### src/rtl/pmu_ahb_master.sv
// AHB-lite single-transfer master: turns word read/write commands into one
// NONSEQ transfer each and returns the result on a valid/ready response channel.
module pmu_ahb_master #(
  parameter int unsigned TIMEOUT_CYCLES = 256,
  parameter logic [3:0]  HPROT_VAL      = 4'b0011
) (
  input  logic        clk_i,
  input  logic        rstn_i,
  input  logic        req_valid_i,
  output logic        req_ready_o,
  input  logic        req_write_i,
  input  logic [31:0] req_addr_i,
  input  logic [31:0] req_wdata_i,
  output logic        rsp_valid_o,
  input  logic        rsp_ready_i,
  output logic [31:0] rsp_rdata_o,
  output logic        rsp_error_o,
  output logic        rsp_timeout_o,
  output logic [31:0] haddr_o,
  output logic        hwrite_o,
  output logic [1:0]  htrans_o,
  output logic [2:0]  hsize_o,
  output logic [2:0]  hburst_o,
  output logic [3:0]  hprot_o,
  output logic        hmastlock_o,
  output logic [31:0] hwdata_o,
  input  logic        hready_i,
  input  logic [1:0]  hresp_i,
  input  logic [31:0] hrdata_i
);

  localparam int unsigned      CNT_W    = $clog2(TIMEOUT_CYCLES + 1);
  localparam logic [CNT_W-1:0] CNT_LAST = CNT_W'(TIMEOUT_CYCLES - 1);
  localparam logic [1:0]       HTRANS_IDLE   = 2'b00;
  localparam logic [1:0]       HTRANS_NONSEQ = 2'b10;

  typedef enum logic [1:0] {S_IDLE, S_ADDR, S_DATA, S_RESP} state_t;

  state_t           state_reg;
  logic [CNT_W-1:0] wait_cnt_reg;
  logic [31:0]      wdata_reg;
  logic             req_ready_reg;
  logic             rsp_valid_reg;
  logic [31:0]      rsp_rdata_reg;
  logic             rsp_error_reg;
  logic             rsp_timeout_reg;
  logic [31:0]      haddr_reg;
  logic             hwrite_reg;
  logic [1:0]       htrans_reg;
  logic [31:0]      hwdata_reg;

  logic hresp_err;
  logic wait_expired;

  assign hresp_err    = |hresp_i;
  // The cycle that would push the count to TIMEOUT_CYCLES abandons the phase.
  assign wait_expired = (wait_cnt_reg == CNT_LAST);

  always_ff @(posedge clk_i or negedge rstn_i) begin
    if (!rstn_i) begin
      state_reg       <= S_IDLE;
      wait_cnt_reg    <= '0;
      wdata_reg       <= '0;
      req_ready_reg   <= 1'b0;
      rsp_valid_reg   <= 1'b0;
      rsp_rdata_reg   <= '0;
      rsp_error_reg   <= 1'b0;
      rsp_timeout_reg <= 1'b0;
      haddr_reg       <= '0;
      hwrite_reg      <= 1'b0;
      htrans_reg      <= HTRANS_IDLE;
      hwdata_reg      <= '0;
    end else begin
      case (state_reg)
        S_IDLE: begin
          req_ready_reg <= 1'b1;
          if (req_valid_i && req_ready_reg) begin
            req_ready_reg <= 1'b0;
            wdata_reg     <= req_wdata_i;
            hwrite_reg    <= req_write_i;
            if (req_addr_i[1:0] != 2'b00) begin
              // Unaligned: answer immediately, bus stays idle.
              state_reg       <= S_RESP;
              rsp_valid_reg   <= 1'b1;
              rsp_error_reg   <= 1'b1;
              rsp_timeout_reg <= 1'b0;
              rsp_rdata_reg   <= '0;
            end else begin
              state_reg    <= S_ADDR;
              haddr_reg    <= req_addr_i;
              htrans_reg   <= HTRANS_NONSEQ;
              wait_cnt_reg <= '0;
            end
          end
        end

        S_ADDR: begin
          if (hready_i) begin
            state_reg    <= S_DATA;
            htrans_reg   <= HTRANS_IDLE;
            hwdata_reg   <= hwrite_reg ? wdata_reg : 32'h0;
            wait_cnt_reg <= '0;
          end else if (wait_expired) begin
            state_reg       <= S_RESP;
            htrans_reg      <= HTRANS_IDLE;
            rsp_valid_reg   <= 1'b1;
            rsp_error_reg   <= 1'b1;
            rsp_timeout_reg <= 1'b1;
            rsp_rdata_reg   <= '0;
          end else begin
            wait_cnt_reg <= wait_cnt_reg + CNT_W'(1);
          end
        end

        S_DATA: begin
          if (hready_i) begin
            state_reg       <= S_RESP;
            hwdata_reg      <= '0;
            rsp_valid_reg   <= 1'b1;
            rsp_error_reg   <= hresp_err;
            rsp_timeout_reg <= 1'b0;
            rsp_rdata_reg   <= (!hwrite_reg && !hresp_err) ? hrdata_i : 32'h0;
          end else if (wait_expired) begin
            state_reg       <= S_RESP;
            hwdata_reg      <= '0;
            rsp_valid_reg   <= 1'b1;
            rsp_error_reg   <= 1'b1;
            rsp_timeout_reg <= 1'b1;
            rsp_rdata_reg   <= '0;
          end else begin
            wait_cnt_reg <= wait_cnt_reg + CNT_W'(1);
          end
        end

        S_RESP: begin
          if (rsp_ready_i) begin
            state_reg       <= S_IDLE;
            req_ready_reg   <= 1'b1;
            rsp_valid_reg   <= 1'b0;
            rsp_error_reg   <= 1'b0;
            rsp_timeout_reg <= 1'b0;
            rsp_rdata_reg   <= '0;
          end
        end

        default: state_reg <= S_IDLE;
      endcase
    end
  end

  assign req_ready_o   = req_ready_reg;
  assign rsp_valid_o   = rsp_valid_reg;
  assign rsp_rdata_o   = rsp_rdata_reg;
  assign rsp_error_o   = rsp_error_reg;
  assign rsp_timeout_o = rsp_timeout_reg;
  assign haddr_o       = haddr_reg;
  assign hwrite_o      = hwrite_reg;
  assign htrans_o      = htrans_reg;
  assign hwdata_o      = hwdata_reg;
  assign hsize_o       = 3'b010;
  assign hburst_o      = 3'b000;
  assign hprot_o       = HPROT_VAL;
  assign hmastlock_o   = 1'b0;

endmodule
### config.mk
export PLATFORM = sky130hd
export DESIGN_NAME = pmu_ahb_master
export DESIGN_NICKNAME = d
export VERILOG_FILES = /design/src/rtl/pmu_ahb_master.sv
export SDC_FILE = /design/constraint.sdc
export NUM_CORES = 1
export LEC_CHECK = 0
export ABC_CLOCK_PERIOD_IN_PS = 2500
export CAP_MARGIN = 0
export CORE_ASPECT_RATIO = 1.75
export CORE_MARGIN = 3
export CORE_UTILIZATION = 44
export DETAILED_ROUTE_END_ITERATION = 16
export PLACE_DENSITY = 0.85
export SLEW_MARGIN = 20
export SYNTH_ARGS = -nofsm -noshare
export SYNTH_HDL_FRONTEND = slang
export SYNTH_SLANG_ARGS = --single-unit
### constraint.sdc
create_clock -name clk_i -period 2.5 [get_ports clk_i]
set_input_delay 0.5 -clock clk_i [delete_from_list [all_inputs] [get_ports clk_i]]
set_output_delay 0.5 -clock clk_i [all_outputs]
set_load 0.1 [all_outputs]
==> flow_summary.yaml, run 1 <==
run_status:
  outcome: "completed"
critical_path:
  worstSetupEndpointType: "flop"
  cp_num_cells: 7
  criticalPathCategory: "flop to flop"
  crit_path_start_kind: "flop"
  reg2reg_depth: 7
  rr_endpoint: "rsp_rdata_o[2]$_DFFE_PN0P_"
  critPathTopFamily: "compound AO/OA/AOI/OAI gates"
  required_ps: 2840
  cp.buffers_inverters: 2
  cpMaxStageDelayCell: "dfrtp_1"
  crit_chain: "inv_1, ha_1, and2_1, a2111oi_4, nor4b_4, buf_12, a22o_1"
  r2r_start: "state_reg[1]$_DFFE_PN0P_"
  r2r_slack_ps: 370
  crit_fanout: 32
  worstPathArrival_ps: 2470
  cpPeakStageDelay_ps: 450
route:
  detail-route-antenna-nets: 0
  firstDrtPassIters: 4
  routed_wl_um: 15000
  drc: 0
  drt-vias-per-instance: 5.35
  first_iter_violations: 101
  avgRoutedWirePerCell_um: 18.7
  num_vias: 4288
global_routing:
  grt_remaining_overflow: 0
  grt_max_degree: 146
  grt_first_pass_wirelength_um: 23900
  grt_usage_pct: 20.9
  antenna_found_initial: 0
  grt_pass1_vias: 4651
clock_network:
  cts.repair.resized: 0
  cts_buffer_depth: 2
  cts_setup_buffers: 0
  cts_sinks: 145
  insertion_delay_ps: 410
  ctsHtreeMaxLevel: 4
  clock-root-buffer: "clkbuf_16"
  hold_buffers: 0
  clk_pin_slew_ps: 70
  cts_tree: "done"
  cts-buffers-inserted: 17
final_layout:
  layout_commonest_cell: "dfrtp_1"
  post-route-util_pct: 65.9
  multi_input_area_mm2: 0.00199
  nNetsFinal: 731
  seq_area_mm2: 0.00363
  drive_above_1_share_pct: 34.4
  final_cell_mix: "dfrtp_1, buf_4, clkdlybuf4s50_1"
  n_antenna_cell: 0
  synthToLayoutAreaGrowth_pct: 44.4
  nFillCells: 943
placement:
  io_buffer_count: 205
  dpl.hpwl_um: 10800
  gp_routability_congestion: 0.877
floorplanning:
  rows: 54
  core_mm2: 0.0127
  fp.dieW_um: 92.8
  dieArea_mm2: 0.0147
  ios: 218
  die_h_um: 158
  initial_utilization_pct: 45.7
yosys:
  avgSynthCellArea_um2: 14.2
  syn_area_mm2: 0.00580
  yosys-top-cells-area: "dfrtp_1, mux2_2, a22o_1, buf_4, a21oi_1"
  ys.flop_type: "dfrtp_1"
  seq_area_frac_synth_pct: 62.6
  async_reset_ff_share_pct: 100
  synth-edff-count: 0
  yosys.area.top_type: "dfrtp_1"
  synth_top_area_share_pct: 62.6
  synth_cell_types: 47
  synthesis.instances: 409
  ys_seq_elements: 145
  yosysWarnings: 0
sta:
  rsz0062_at_grt: "no"
  min_period_ps: 2130
  fin_setup_tns_ps: 0
  relSlewSlack_pct: 48.7
  finalSetupViolCount: 0
  fmax_mhz: 470
  fin_crit_sh_pct: 85.1
  finalMaxSlewViolations: 0
  hold_viol: 0
  tightest_slew_ps: 769
  clock_skew_ps: 15.0
flow_run:
  drv_cap: 0
hold_path:
  min_path_type: "input port to async pin"
-- worst max-delay path by stage --
stage	from	to
after floorplan	req_ready_o$_DFFE_PN0P_	rsp_rdata_o[10]$_DFFE_PN0P_
after global placement	req_valid_i	rsp_rdata_o[10]$_DFFE_PN0P_
after detailed placement	req_valid_i	rsp_rdata_o[28]$_DFFE_PN0P_
after CTS	state_reg[1]$_DFFE_PN0P_	rsp_rdata_o[2]$_DFFE_PN0P_
after global routing	state_reg[1]$_DFFE_PN0P_	rsp_rdata_o[2]$_DFFE_PN0P_
final	state_reg[1]$_DFFE_PN0P_	rsp_rdata_o[2]$_DFFE_PN0P_
-- cells by family after synthesis --
group	after synthesis	synth area share (%)
flip-flops	145	62.6
AO/OA/AOI/OAI	113	15.5
multiplexers	65	12.6
buffers and inverters	41	3.95
AND/OR/NAND/NOR	37	3.95
adder cells (fa/ha/maj)	6	1.29
other	2	0.129
-- cells in the mapped netlist, types with 2 or more instances --
library cell / count
mux2_2: 64
a31o_2: 2
nand3_1: 3
o22ai_1: 2
nor3_1: 2
a22o_1: 66
buf_1: 3
nand2_1: 4
nor2_1: 9
o31ai_1: 2
clkbuf_1: 13
nor2b_1: 2
ha_1: 6
a21o_1: 2
buf_4: 13
and2_1: 4
buf_2: 3
nand4b_1: 2
dfrtp_1: 145
a21oi_1: 17
buf_6: 3
o21ai_1: 2
o21a_1: 3
conb_1: 2
inv_1: 6
nor3b_1: 2
o211ai_1: 4
o21ai_0: 4
-- area by class of cell --
cell class,instances,area share [%]
inverter,6,0.269
clock buffer,20,5.45
clock inverter,12,1.46
sequential,145,43.3
timing repair buffer,218,23.2
multi-input combinational,233,23.7
tap,168,2.51
-- per-stage QoR --
stage | cell area, um2 | instances | hold slack (ps) | setup WS, ps
finish | 8370 | 802 | 170 | 371
global route | 8370 | 802 | 233 | 208
CTS | 8370 | 802 | 233 | 364
detailed placement | 7790 | 770 | 480 | 155
global placement | 7790 | 770 | 471 | 194
floorplan | 5840 | 419 | 204 | 8.83
-- metal layers --
metal  wire (um)  vias up  GRT usage [%]
met4         499        0           10.2
met3         677       34           4.71
met5           0        -              0
met1        5230     2178           21.9
met2        8590      159           39.0
li1            -     1917              -
-- worst register-to-register path, stage by stage, from the launching register on --
cell and delay [ps]:
dfrtp_1 450, inv_1 90, ha_1 210, and2_1 190, a2111oi_4 390, nor4b_4 320, buf_12 220, a22o_1 170
Power of run 1 is left out: the tool's default activity adds up to more than one toggle a clock period on the data nets, which glitch-free logic cannot reach.
==> run 2: changes to the inputs <==
--- a/config.mk
+++ b/config.mk
@@ -8,10 +8,12 @@
 export ABC_CLOCK_PERIOD_IN_PS = 2500
 export CAP_MARGIN = 0
 export CORE_ASPECT_RATIO = 1.75
-export CORE_MARGIN = 3
+export CORE_MARGIN = 2
 export CORE_UTILIZATION = 44
+export CTS_CLUSTER_SIZE = 20
 export DETAILED_ROUTE_END_ITERATION = 16
 export PLACE_DENSITY = 0.85
+export SETUP_SLACK_MARGIN = 0.5
 export SLEW_MARGIN = 20
 export SYNTH_ARGS = -nofsm -noshare
 export SYNTH_HDL_FRONTEND = slang
==> run 2 against run 1 <==
Non-clock buffer count up 19. Sequential share of layout area shrank 1.2 points. Clock skew fell by 6.0 ps. Worst setup slack gained 77 ps. Count of clock-buffer cells in the layout shrank 2. Via count is 3.8% higher. Cell area up 3.0%. Die area fell by 3.4%. Critical endpoint is now wait_cnt_reg[0]$_DFFE_PN0P_.
==> flow_summary.yaml, run 2 (synthesized netlist as in run 1, its figures left out) <==
global_routing:
  grt_remaining_overflow: 0
  grt_usage_pct: 21.7
  grt_pass1_vias: 4629
  antenna_found_initial: 0
  grt_max_degree: 54
  grt_first_pass_wirelength_um: 24100
clock_network:
  cts_buffer_depth: 2
  hold_buffers: 0
  ctsHtreeMaxLevel: 4
  cts_sinks: 145
  cts-buffers-inserted: 17
  insertion_delay_ps: 410
  clk_pin_slew_ps: 60
  cts_tree: "done"
  clock-root-buffer: "clkbuf_16"
critical_path:
  cpMaxStageDelayCell: "dfrtp_2"
  crit_chain: "buf_4, buf_4, ha_2, a221o_1, a31o_2, mux2_2"
  crit_fanout: 13
  cpMostUsedCell: "buf_4"
  criticalPathCategory: "flop to flop"
  crit_path_start_kind: "flop"
  cpPeakStageDelay_ps: 440
  worstPathArrival_ps: 2340
  worstSetupEndpointType: "flop"
  required_ps: 2790
route:
  routed-wl-met2_um: 8670
  first_iter_violations: 162
  detail-route-antenna-nets: 0
  firstDrtPassIters: 4
  wirelength_met1_um: 5780
  routed_wl_um: 15800
  avgRoutedWirePerCell_um: 19.1
  drc: 0
  drt-vias-per-instance: 5.40
  num_vias: 4451
  top_layer: "met4"
  wl_met3_um: 814
floorplanning:
  rows: 55
  core_mm2: 0.0129
  ios: 218
  dieArea_mm2: 0.0142
  die_h_um: 156
  fp.dieW_um: 90.8
  initial_utilization_pct: 44.8
final_layout:
  nNetsFinal: 750
  layout_commonest_cell: "dfrtp_1"
  design_area_mm2: 0.00863
  n_antenna_cell: 0
  synthToLayoutAreaGrowth_pct: 48.8
  final_cell_mix: "dfrtp_1, buf_4, clkdlybuf4s50_1"
  drive_above_1_share_pct: 38.4
sta:
  fin_setup_tns_ps: 0
  clock_skew_ps: 9.00
  fin_crit_sh_pct: 82.1
  finalSetupViolCount: 0
  hold_viol: 0
  fmax_mhz: 487
  finalMaxSlewViolations: 0
  rsz0062_at_grt: "yes"
  min_period_ps: 2050
placement:
  dpl.hpwl_um: 10700
  post_dp_cell_area_mm2: 0.00784
  gp_routability_congestion: 0.863
  io_buffer_count: 205
run_status:
  outcome: "completed"
hold_path:
  min_path_type: "input port to async pin"
flow_run:
  drv_cap: 0
-- run 2: path summary, 6_finish.rpt --
path                       cells after the start                           to                      from  slack [ps]
max in group asynchronous                      2     wdata_reg[3]$_DFFE_PN0P_                    rstn_i        1820
setup / recovery                               6  wait_cnt_reg[0]$_DFFE_PN0P_  state_reg[1]$_DFFE_PN0P_         450
setup reg to reg                               6  wait_cnt_reg[0]$_DFFE_PN0P_  state_reg[1]$_DFFE_PN0P_         450
hold / removal                                 1    wdata_reg[29]$_DFFE_PN0P_                    rstn_i          10
hold reg to reg                                1       haddr_o[0]$_DFFE_PN0P_    haddr_o[0]$_DFFE_PN0P_         490
min in group clk_i                             1       haddr_o[0]$_DFFE_PN0P_    haddr_o[0]$_DFFE_PN0P_         490
-- run 2: stage by stage --
stage / hold WS, ps / cells / util, % / worst slack [ps]
finish: 13.6 / 824 / 66.7 / 448
global route: 48.0 / 824 / 66.7 / 364
CTS: 21.6 / 813 / 65.9 / 544
detailed placement: 461 / 773 / 60.6 / 159
global placement: 457 / 773 / 60.6 / 205
floorplan: 204 / 419 / - / 490
-- run 2: routing by layer --
layer / vias to the layer above / track usage [%]
met3: 48 / 4.93
met4: 0 / 10.2
met1: 2234 / 24.5
met5: - / 0
li1: 1961 / -
met2: 208 / 38.6
-- run 2: worst max-delay path, delay by kind of cell (launching register included) --
family / cells / cell delay (ps)
DFF: 1 / 440
muxes: 1 / 270
adders and majority gates: 1 / 250
AOI/OAI and AO/OA: 2 / 700
buffers and inverters: 2 / 280
-- run 2: layout make-up --
type / instances / area [um2]
Fill cell: 955 / 4310
Clock inverter: 14 / 121
Clock buffer: 18 / 429
Tap cell: 171 / 214
Sequential cell: 145 / 3630
Inverter: 6 / 25.0
Multi-Input combinational cell: 233 / 2040
Timing Repair Buffer: 237 / 2160
-- run 2: timing repair --
action | 4_1_cts | 5_1_grt
cloned | 2 | 1
pin swaps | 3 | 8
hold endpoints to repair | 0 | 0
buffers inserted | 6 | 10
resized for setup | 12 | 4
setup endpoints to repair | 32 | 63
Power of run 2 is left out for the same reason.
==> run 3: changes to the inputs <==
--- a/config.mk
+++ b/config.mk
@@ -5,7 +5,7 @@
 export SDC_FILE = /design/constraint.sdc
 export NUM_CORES = 1
 export LEC_CHECK = 0
-export ABC_CLOCK_PERIOD_IN_PS = 2500
+export ABC_CLOCK_PERIOD_IN_PS = 2000
 export CAP_MARGIN = 0
 export CORE_ASPECT_RATIO = 1.75
 export CORE_MARGIN = 2
==> constraint.sdc (replaced) <==
create_clock -name clk_i -period 2 [get_ports clk_i]
set_input_delay 0.4 -clock clk_i [delete_from_list [all_inputs] [get_ports clk_i]]
set_output_delay 0.4 -clock clk_i [all_outputs]
set_load 0.1 [all_outputs]
==> run 3 against run 2 <==
The flow now finishes with violations (setup timing). Core utilization up 12 points. Cell area increased by 18%. Worst hold slack improved by 490 ps. Clock skew increased by 0.75 ps. Register-to-register slack worse by 520 ps. Largest cell class unchanged. Sequential share of layout area shrank 6.3 points. Critical path depth rose by 2. Non-clock buffer count is 57 higher. Worst setup slack got worse by 520 ps.
==> flow_summary.yaml, run 3 (synthesized netlist as in run 1, its figures left out) <==
route:
  num_vias: 5002
  avgRoutedWirePerCell_um: 24.1
  detail-route-antenna-nets: 0
  routed_wl_um: 21300
  drc: 0
  drt-vias-per-instance: 5.67
  first_iter_violations: 258
  firstDrtPassIters: 5
sta:
  min_period_ps: 2070
  setup_ws_ps: -71.4
  hold_viol: 0
  tightest_slew_ps: 706
  hold_ws_ps: 502
  rsz0062_at_grt: "yes"
  fmax_mhz: 483
  fin_crit_sh_pct: 104
  finalMaxSlewViolations: 0
  relSlewSlack_pct: 52.8
  finalSetupViolCount: 62
  clock_skew_ps: 9.75
  fin_setup_tns_ps: -2470
clock_network:
  cts_tree: "done"
  cts_sinks: 145
  clk_pin_slew_ps: 70
  insertion_delay_ps: 410
  ctsHtreeMaxLevel: 4
  cts-buffers-inserted: 17
  cts_buffer_depth: 2
  clock-root-buffer: "clkbuf_16"
critical_path:
  required_ps: 2300
  r2r_start: "state_reg[1]$_DFFE_PN0P_"
  critPathTopFamily: "buffers and inverters"
  cpMaxStageDelayCell: "or3_4"
  r2r_slack_ps: -70
  cp.buffers_inverters: 4
  crit_fanout: 8
  worstPathArrival_ps: 2370
  crit_end: "haddr_o[22]$_DFFE_PN0P_"
  worstSetupEndpointType: "flop"
  startpoint: "state_reg[1]$_DFFE_PN0P_"
  cp_num_cells: 8
  reg2reg_depth: 8
  criticalPathCategory: "flop to flop"
  cpPeakStageDelay_ps: 470
  rr_endpoint: "haddr_o[22]$_DFFE_PN0P_"
  crit_path_start_kind: "flop"
  crit_chain: "inv_2, ha_4, buf_6, nand3_4, or3_4, buf_12, buf_16, mux2_2"
floorplanning:
  rows: 55
  initial_utilization_pct: 44.8
  die_h_um: 156
  ios: 218
  core_mm2: 0.0129
  dieArea_mm2: 0.0142
  fp.dieW_um: 90.8
final_layout:
  final_cell_mix: "dfrtp_1, clkdlybuf4s50_1, buf_4"
  drive_above_1_share_pct: 47.6
  design_area_mm2: 0.0102
  nNetsFinal: 807
  layout_commonest_cell: "dfrtp_1"
  synthToLayoutAreaGrowth_pct: 75.0
placement:
  dpl.hpwl_um: 11200
  gp_routability_congestion: 0.950
  io_buffer_count: 205
  post_dp_cell_area_mm2: 0.00806
global_routing:
  top_usage_layer: "met2"
  use_met3_pct: 5.75
  grt_usage_pct: 27.7
  grt_first_pass_wirelength_um: 29900
  antenna_found_initial: 1
  grtUsageMet1_pct: 29.3
  grt_pass1_vias: 5371
  grt_max_degree: 60
  grt_remaining_overflow: 0
  met2_usage_pct: 51.5
flow_run:
  drv_cap: 0
power:
  leakagePower_nw: 4.81
  p_per_area_mw_per_mm2: 1950
  ir_worst_vdd_mv: 1.42
run_status:
  outcome: "finished, violations left"
  violations: "setup timing"
hold_path:
  hold_path_depth: 1
  min_path_type: "flop to flop"
run 3: how the worst min path moves through the flow:
stage / startpoint / to / slack [ps]
2_1_floorplan: rstn_i / haddr_o[0]$_DFFE_PN0P_ / 100
3_3_place_gp: rstn_i / hwdata_o[17]$_DFFE_PN0P_ / 410
3_5_place_dp: rstn_i / hwdata_o[18]$_DFFE_PN0P_ / 420
4_1_cts: wdata_reg[15]$_DFFE_PN0P_ / hwdata_o[15]$_DFFE_PN0P_ / 500
5_1_grt: hwdata_o[14]$_DFFE_PN0P_ / hwdata_o[14]$_DFFE_PN0P_ / 520
6_report: hwdata_o[14]$_DFFE_PN0P_ / hwdata_o[14]$_DFFE_PN0P_ / 500
run 3: cell type report:
| cell class | count | area, um2 |
|---|---|---|
| well taps | 171 | 214 |
| fillers | 683 | 2780 |
| clock inverters | 13 | 144 |
| multi-input cells | 233 | 2400 |
| clock buffers | 19 | 443 |
| repair buffers | 294 | 3290 |
| flip-flops and latches | 145 | 3640 |
| inverters | 6 | 22.5 |
| diodes | 1 | 2.50 |
run 3: metal layers:
| layer | up-vias | share of wire [%] |
|---|---|---|
| met5 | - | 0 |
| met4 | 0 | 6.0 |
| met3 | 92 | 6.8 |
| met2 | 321 | 54 |
| met1 | 2504 | 33 |
| li1 | 2085 | - |
run 3: where the power goes:
part / switching (mW) / internal (mW)
Clock: 1.37 / 1.79
Sequential: 0.808 / 3.98
Combinational: 7.63 / 4.24
run 3: worst register-to-register path, stage by stage (launching register included):
cell and delay [ps]:
dfrtp_1 420, inv_2 120, ha_4 170, buf_6 130, nand3_4 70, or3_4 470, buf_12 170, buf_16 140
mux2_2 270
run 3: metrics by stage:
stage	worst slack (ps)	util (%)	power [mW]	cells
global placement	-289	62.3	13.8	791
detailed placement	-342	62.3	14.0	791
global route	-132	78.5	20.4	882
floorplan	-9.11	-	11.6	419
CTS	3.25	74.0	18.5	870
finish	-71.4	78.5	19.8	882
run 3: what timing repair did:
action,in CTS,in global routing
pin swaps,15,38
setup buffers,33,8
hold buffers,1,0
endpoints found under the hold margin,54,0
resized for setup,77,113
endpoints found under the setup margin,152,191
cloned,13,3
(Power assumes the default switching activity.)
==> RTL change 1: new RTL, config.mk and constraints of run 2 <==
The 4 states of `state_t` get a one-hot encoding in 4 bits.
--- a/src/rtl/pmu_ahb_master.sv
+++ b/src/rtl/pmu_ahb_master.sv
@@ -34,7 +34,7 @@
   localparam logic [1:0]       HTRANS_IDLE   = 2'b00;
   localparam logic [1:0]       HTRANS_NONSEQ = 2'b10;
 
-  typedef enum logic [1:0] {S_IDLE, S_ADDR, S_DATA, S_RESP} state_t;
+  typedef enum logic [3:0] {S_IDLE = 4'b0001, S_ADDR = 4'b0010, S_DATA = 4'b0100, S_RESP = 4'b1000} state_t;
 
   state_t           state_reg;
   logic [CNT_W-1:0] wait_cnt_reg;
Formal check against the unedited RTL: same outputs for any inputs over 4 cycles, from zero or initial values and one cycle with rstn_i low; so few cycles prove little.
==> RTL change 1 against run 2 <==
Non-clock buffer count rose by 4; wire length rose by 21%; cell area rose by 8.8%; worst setup slack got worse by 0.029 ns; first-iteration DRC count rose by 110%; via count rose by 17%; die area rose by 8.8%; synthesized area rose by 9.1%; sequential cell count rose by 2; fmax fell by 1.4%; critical endpoint is now haddr_o[22]; largest cell class unchanged.
==> RTL change 1: results <==
[critical_path]
reg2reg_slack_ns = 0.42
r2r_end = "haddr_o[22]"
crit_fanout = 8
r2r_start = "state_reg[0]"
worstPathArrival_ns = 2.38

[layout]
final_cells = 926
nNetsFinal = 837
drive_gt1_frac = 0.344

[route]
vias = 5190
wl_per_cell_um = 20.6
firstDrtPassIters = 5
first_iter_violations = 335

[worst_hold_path]
min-delay-path-class = "reg2reg"

[global_route]
antenna_found_initial = 1
grt_pass1_wl_um = 27500
grtUsageMet3 = 0.0504
grt_pass1_vias = 5367
met2_usage = 0.416

[place]
dp_hpwl_um = 12300
place_inst = 876
post-place-ws_ns = 0.118
gp_congestion = 0.913

[status]
status = "complete, no violations"

[yosys]
yosysUniqueCellTypes = 58
synth_commonest_cells = "dfrtp_1, mux2_2, nand2_1, o21ai_0, o31ai_1"
syn_inst = 514
ys_seq_area_frac = 0.581
synth_area_leaders = "dfrtp_1, mux2_2, a22o_1, o31ai_1, o21ai_0"

[sta]
fin_skew_ns = 0.0144
-- RTL change 1: cell count changes after synthesis, moves of 4 or more --
| cell | run 2 | this run |
|---|---|---|
| ha_1 | 6 | 1 |
| mux2_1 | 0 | 10 |
| a21oi_1 | 17 | 7 |
| buf_2 | 3 | 9 |
| o31ai_1 | 2 | 36 |
| nand2_1 | 4 | 40 |
| o21ai_0 | 4 | 40 |
| nor2_1 | 9 | 13 |
| mux2_2 | 64 | 54 |
| clkbuf_1 | 13 | 20 |
| a22o_1 | 66 | 33 |
-- RTL change 1: area by class of cell --
class | count | area [um^2]
well taps | 180 | 225
clock inverters | 13 | 116
fillers | 1067 | 4840
repair buffers | 241 | 2290
multi-input cells | 320 | 2600
clock buffers | 19 | 443
flip-flops and latches | 147 | 3680
inverters | 5 | 18.8
diodes | 1 | 2.50
-- RTL change 1: metal layers --
metal | vias to the layer above | wire [um] | share of wire
met5 | - | 0 | 0
met4 | 0 | 516 | 0.027
met3 | 42 | 813 | 0.043
met2 | 193 | 10800 | 0.57
met1 | 2643 | 6890 | 0.36
li1 | 2312 | - | -
-- RTL change 1: timing repair --
item,in CTS,in global routing
endpoints found under the setup margin,120,109
endpoints found under the hold margin,7,0
gates cloned,1,8
pin swaps,1,2
resized for setup,9,51
hold buffers,1,0
setup buffers,5,2
-- RTL change 1: worst max-delay path by stage --
stage                       from               to  slack, ns  cells past startpoint
floorplan           state_reg[0]      haddr_o[10]       0.50                      5
global placement        hready_i  rsp_rdata_o[16]       0.25                      6
detailed placement      hready_i  rsp_rdata_o[16]       0.12                      6
CTS                 state_reg[0]      haddr_o[19]       0.46                      5
global route        state_reg[0]      haddr_o[22]       0.36                      5
finish              state_reg[0]      haddr_o[22]       0.42                      5
-- RTL change 1: logic make-up after synthesis --
family                   Yosys count  share of synthesized area
AO/OA/AOI/OAI                    148                      0.169
XOR/XNOR                           2                    0.00277
adder cells (fa/ha/maj)            1                    0.00198
buffers and inverters             57                     0.0516
flip-flops                       147                      0.581
multiplexers                      64                      0.114
other                              2                    0.00119
AND/OR/NAND/NOR                   93                     0.0785
-- RTL change 1: metrics by stage --
stage          power (mW)  hold WS, ns  cell area, um^2
4_1_cts              12.7        0.495             9000
2_1_floorplan        8.60        0.204             6380
3_3_place_gp         9.96        0.430             8340
3_5_place_dp         10.2        0.442             8340
5_1_grt              13.6        0.515             9390
6_report             13.1        0.498             9390
-- RTL change 1: worst max-delay path, cell delays in order, from the launching register on --
cell       delay, ns
dfstp_2         0.57
or4b_4          0.54
nor3_4          0.18
buf_6           0.17
clkbuf_16       0.17
mux2_2          0.33
==> RTL change 2: new RTL, config.mk and constraints of run 2 <==
Made on the original files. Change the parameter `TIMEOUT_CYCLES` from 256 to 128.
--- a/src/rtl/pmu_ahb_master.sv
+++ b/src/rtl/pmu_ahb_master.sv
@@ -1,7 +1,7 @@
 // AHB-lite single-transfer master: turns word read/write commands into one
 // NONSEQ transfer each and returns the result on a valid/ready response channel.
 module pmu_ahb_master #(
-  parameter int unsigned TIMEOUT_CYCLES = 256,
+  parameter int unsigned TIMEOUT_CYCLES = 128,
   parameter logic [3:0]  HPROT_VAL      = 4'b0011
 ) (
   input  logic        clk_i,
Behaviour: same outputs for any inputs over 4 cycles, from zero or initial values and one cycle with rstn_i low; that may be too few to reach the edited logic, so the function may still have changed.
==> RTL change 2 against run 2 <==
Cell count shrank 1.3%; sequential share of layout area shrank 0.20 points; cell area shrank 0.22%; global-route usage shrank 0.27 points; sequential cell count shrank 1; synthesized cell count shrank 0.98%; wire length shrank 2.4%; synthesized area is the same; worst setup slack gained 0.058 ns; largest cell class unchanged.
Power is left out: the tool's default activity adds up to more than one toggle a clock period on the data nets, which glitch-free logic cannot reach.
==> RTL change 2: results <==
[global_route]
grt_max_degree = 69
grt_use_met1 = 0.239
grtUsageMet3 = 0.0527
met2_usage = 0.393
grt_pass1_wl_um = 24000
antenna_found_initial = 0
track_usage = 0.214
grt_pass1_vias = 4639

[yosys]
yosysUniqueCellTypes = 50
async_reset_ff_frac = 1.00
post-synth-top-area-cell = "dfrtp_1"
ys_seq_area_frac = 0.621
synth_warnings = 0
synth_commonest_cells = "dfrtp_1, mux2_2, a22o_1, a22o_2, a21oi_1"
synth_edf_count = 0
synth_area_leaders = "dfrtp_1, mux2_2, a22o_1, a22o_2, buf_4"

[place]
io_buffers = 205
post_dp_cell_area_um2 = 7810
dp_hpwl_um = 10700
gp_congestion = 0.855

[critical_path]
reg2reg_slack_ns = 0.51
crit_type = "reg2reg"
crit_path_end = "rsp_rdata_o[11]"
worstPathArrival_ns = 2.28
crit_fanout = 32
reg2reg_depth = 7
r2r_start = "state_reg[0]"

[sta]
fin_skew_ns = 0.00995
worst_slew_pin_slew_ns = 0.619

[layout]
nFillCells = 946
nNetsFinal = 740
diodes = 0
drive_gt1_frac = 0.419

[status]
status = "complete, no violations"

[route]
wl_per_cell_um = 18.9
vias = 4350
firstDrtPassIters = 4
first_iter_violations = 125

[cts]
numCtsBuffers = 17
root_buffer = "clkbuf_16"
ctsHtreeMaxLevel = 4
clk_pin_slew_ns = 0.06
cts_max_path_buffers = 2
insertion_delay_ns = 0.40

[worst_hold_path]
min-delay-path-class = "in2async"
-- RTL change 2: stage by stage --
stage | hold WS (ns) | setup WS (ns) | cells | util
after floorplan | 0.204 | 0.504 | 415 | -
after global placement | 0.475 | 0.225 | 770 | 0.603
after detailed placement | 0.482 | 0.129 | 770 | 0.603
after CTS | 0.111 | 0.479 | 805 | 0.655
after global routing | 0.130 | 0.458 | 813 | 0.666
final | 0.0881 | 0.506 | 813 | 0.666
-- RTL change 2: repair_timing --
| action | CTS | global route |
|---|---|---|
| endpoints found under the setup margin | 40 | 67 |
| gates resized for setup | 9 | 11 |
| gates cloned | 1 | 2 |
| pin swaps | 2 | 3 |
| buffers inserted | 3 | 6 |
-- RTL change 2: kinds of logic after synthesis --
kind of cell	count (synthesis)	share of synthesized area
DFF	144	0.621
AOI/OAI and AO/OA	108	0.157
muxes	65	0.126
buffers and inverters	42	0.0416
and+or+nand+nor	38	0.0401
adders and majority gates	6	0.0129
other	2	0.00129
-- RTL change 2: how the worst min path moves through the flow --
stage | depth (start not counted) | startpoint | slack (ns) | to
final | 1 | rstn_i | 0.09 | haddr_o[17]
after global placement | 1 | haddr_o[0] | 0.48 | haddr_o[0]
after global routing | 1 | rstn_i | 0.13 | rsp_rdata_o[23]
after CTS | 1 | rstn_i | 0.11 | haddr_o[17]
after detailed placement | 1 | hwdata_o[27] | 0.48 | hwdata_o[27]
after floorplan | 0 | rstn_i | 0.20 | haddr_o[0]
-- RTL change 2: cell type report --
class / count / share of cell area
inverter: 6 / 0.00320
timing repair buffer: 232 / 0.245
clock buffer: 18 / 0.0498
clock inverter: 13 / 0.0189
multi-input combinational: 229 / 0.239
sequential: 144 / 0.419
tap: 171 / 0.0248
-- RTL change 2: per-layer routing --
layer / vias up / wire, um
met3: 27 / 898
met1: 2185 / 5710
met2: 201 / 8460
met4: 0 / 310
li1: 1937 / -
met5: - / 0
-- RTL change 2: critical path: stages, from the launching register on --
cell and delay, ns:
dfrtp_2 0.46, ha_4 0.20, and2_4 0.17, a2111oi_4 0.34
buf_4 0.18, o21ai_2 0.06, buf_12 0.17, a22o_2 0.28
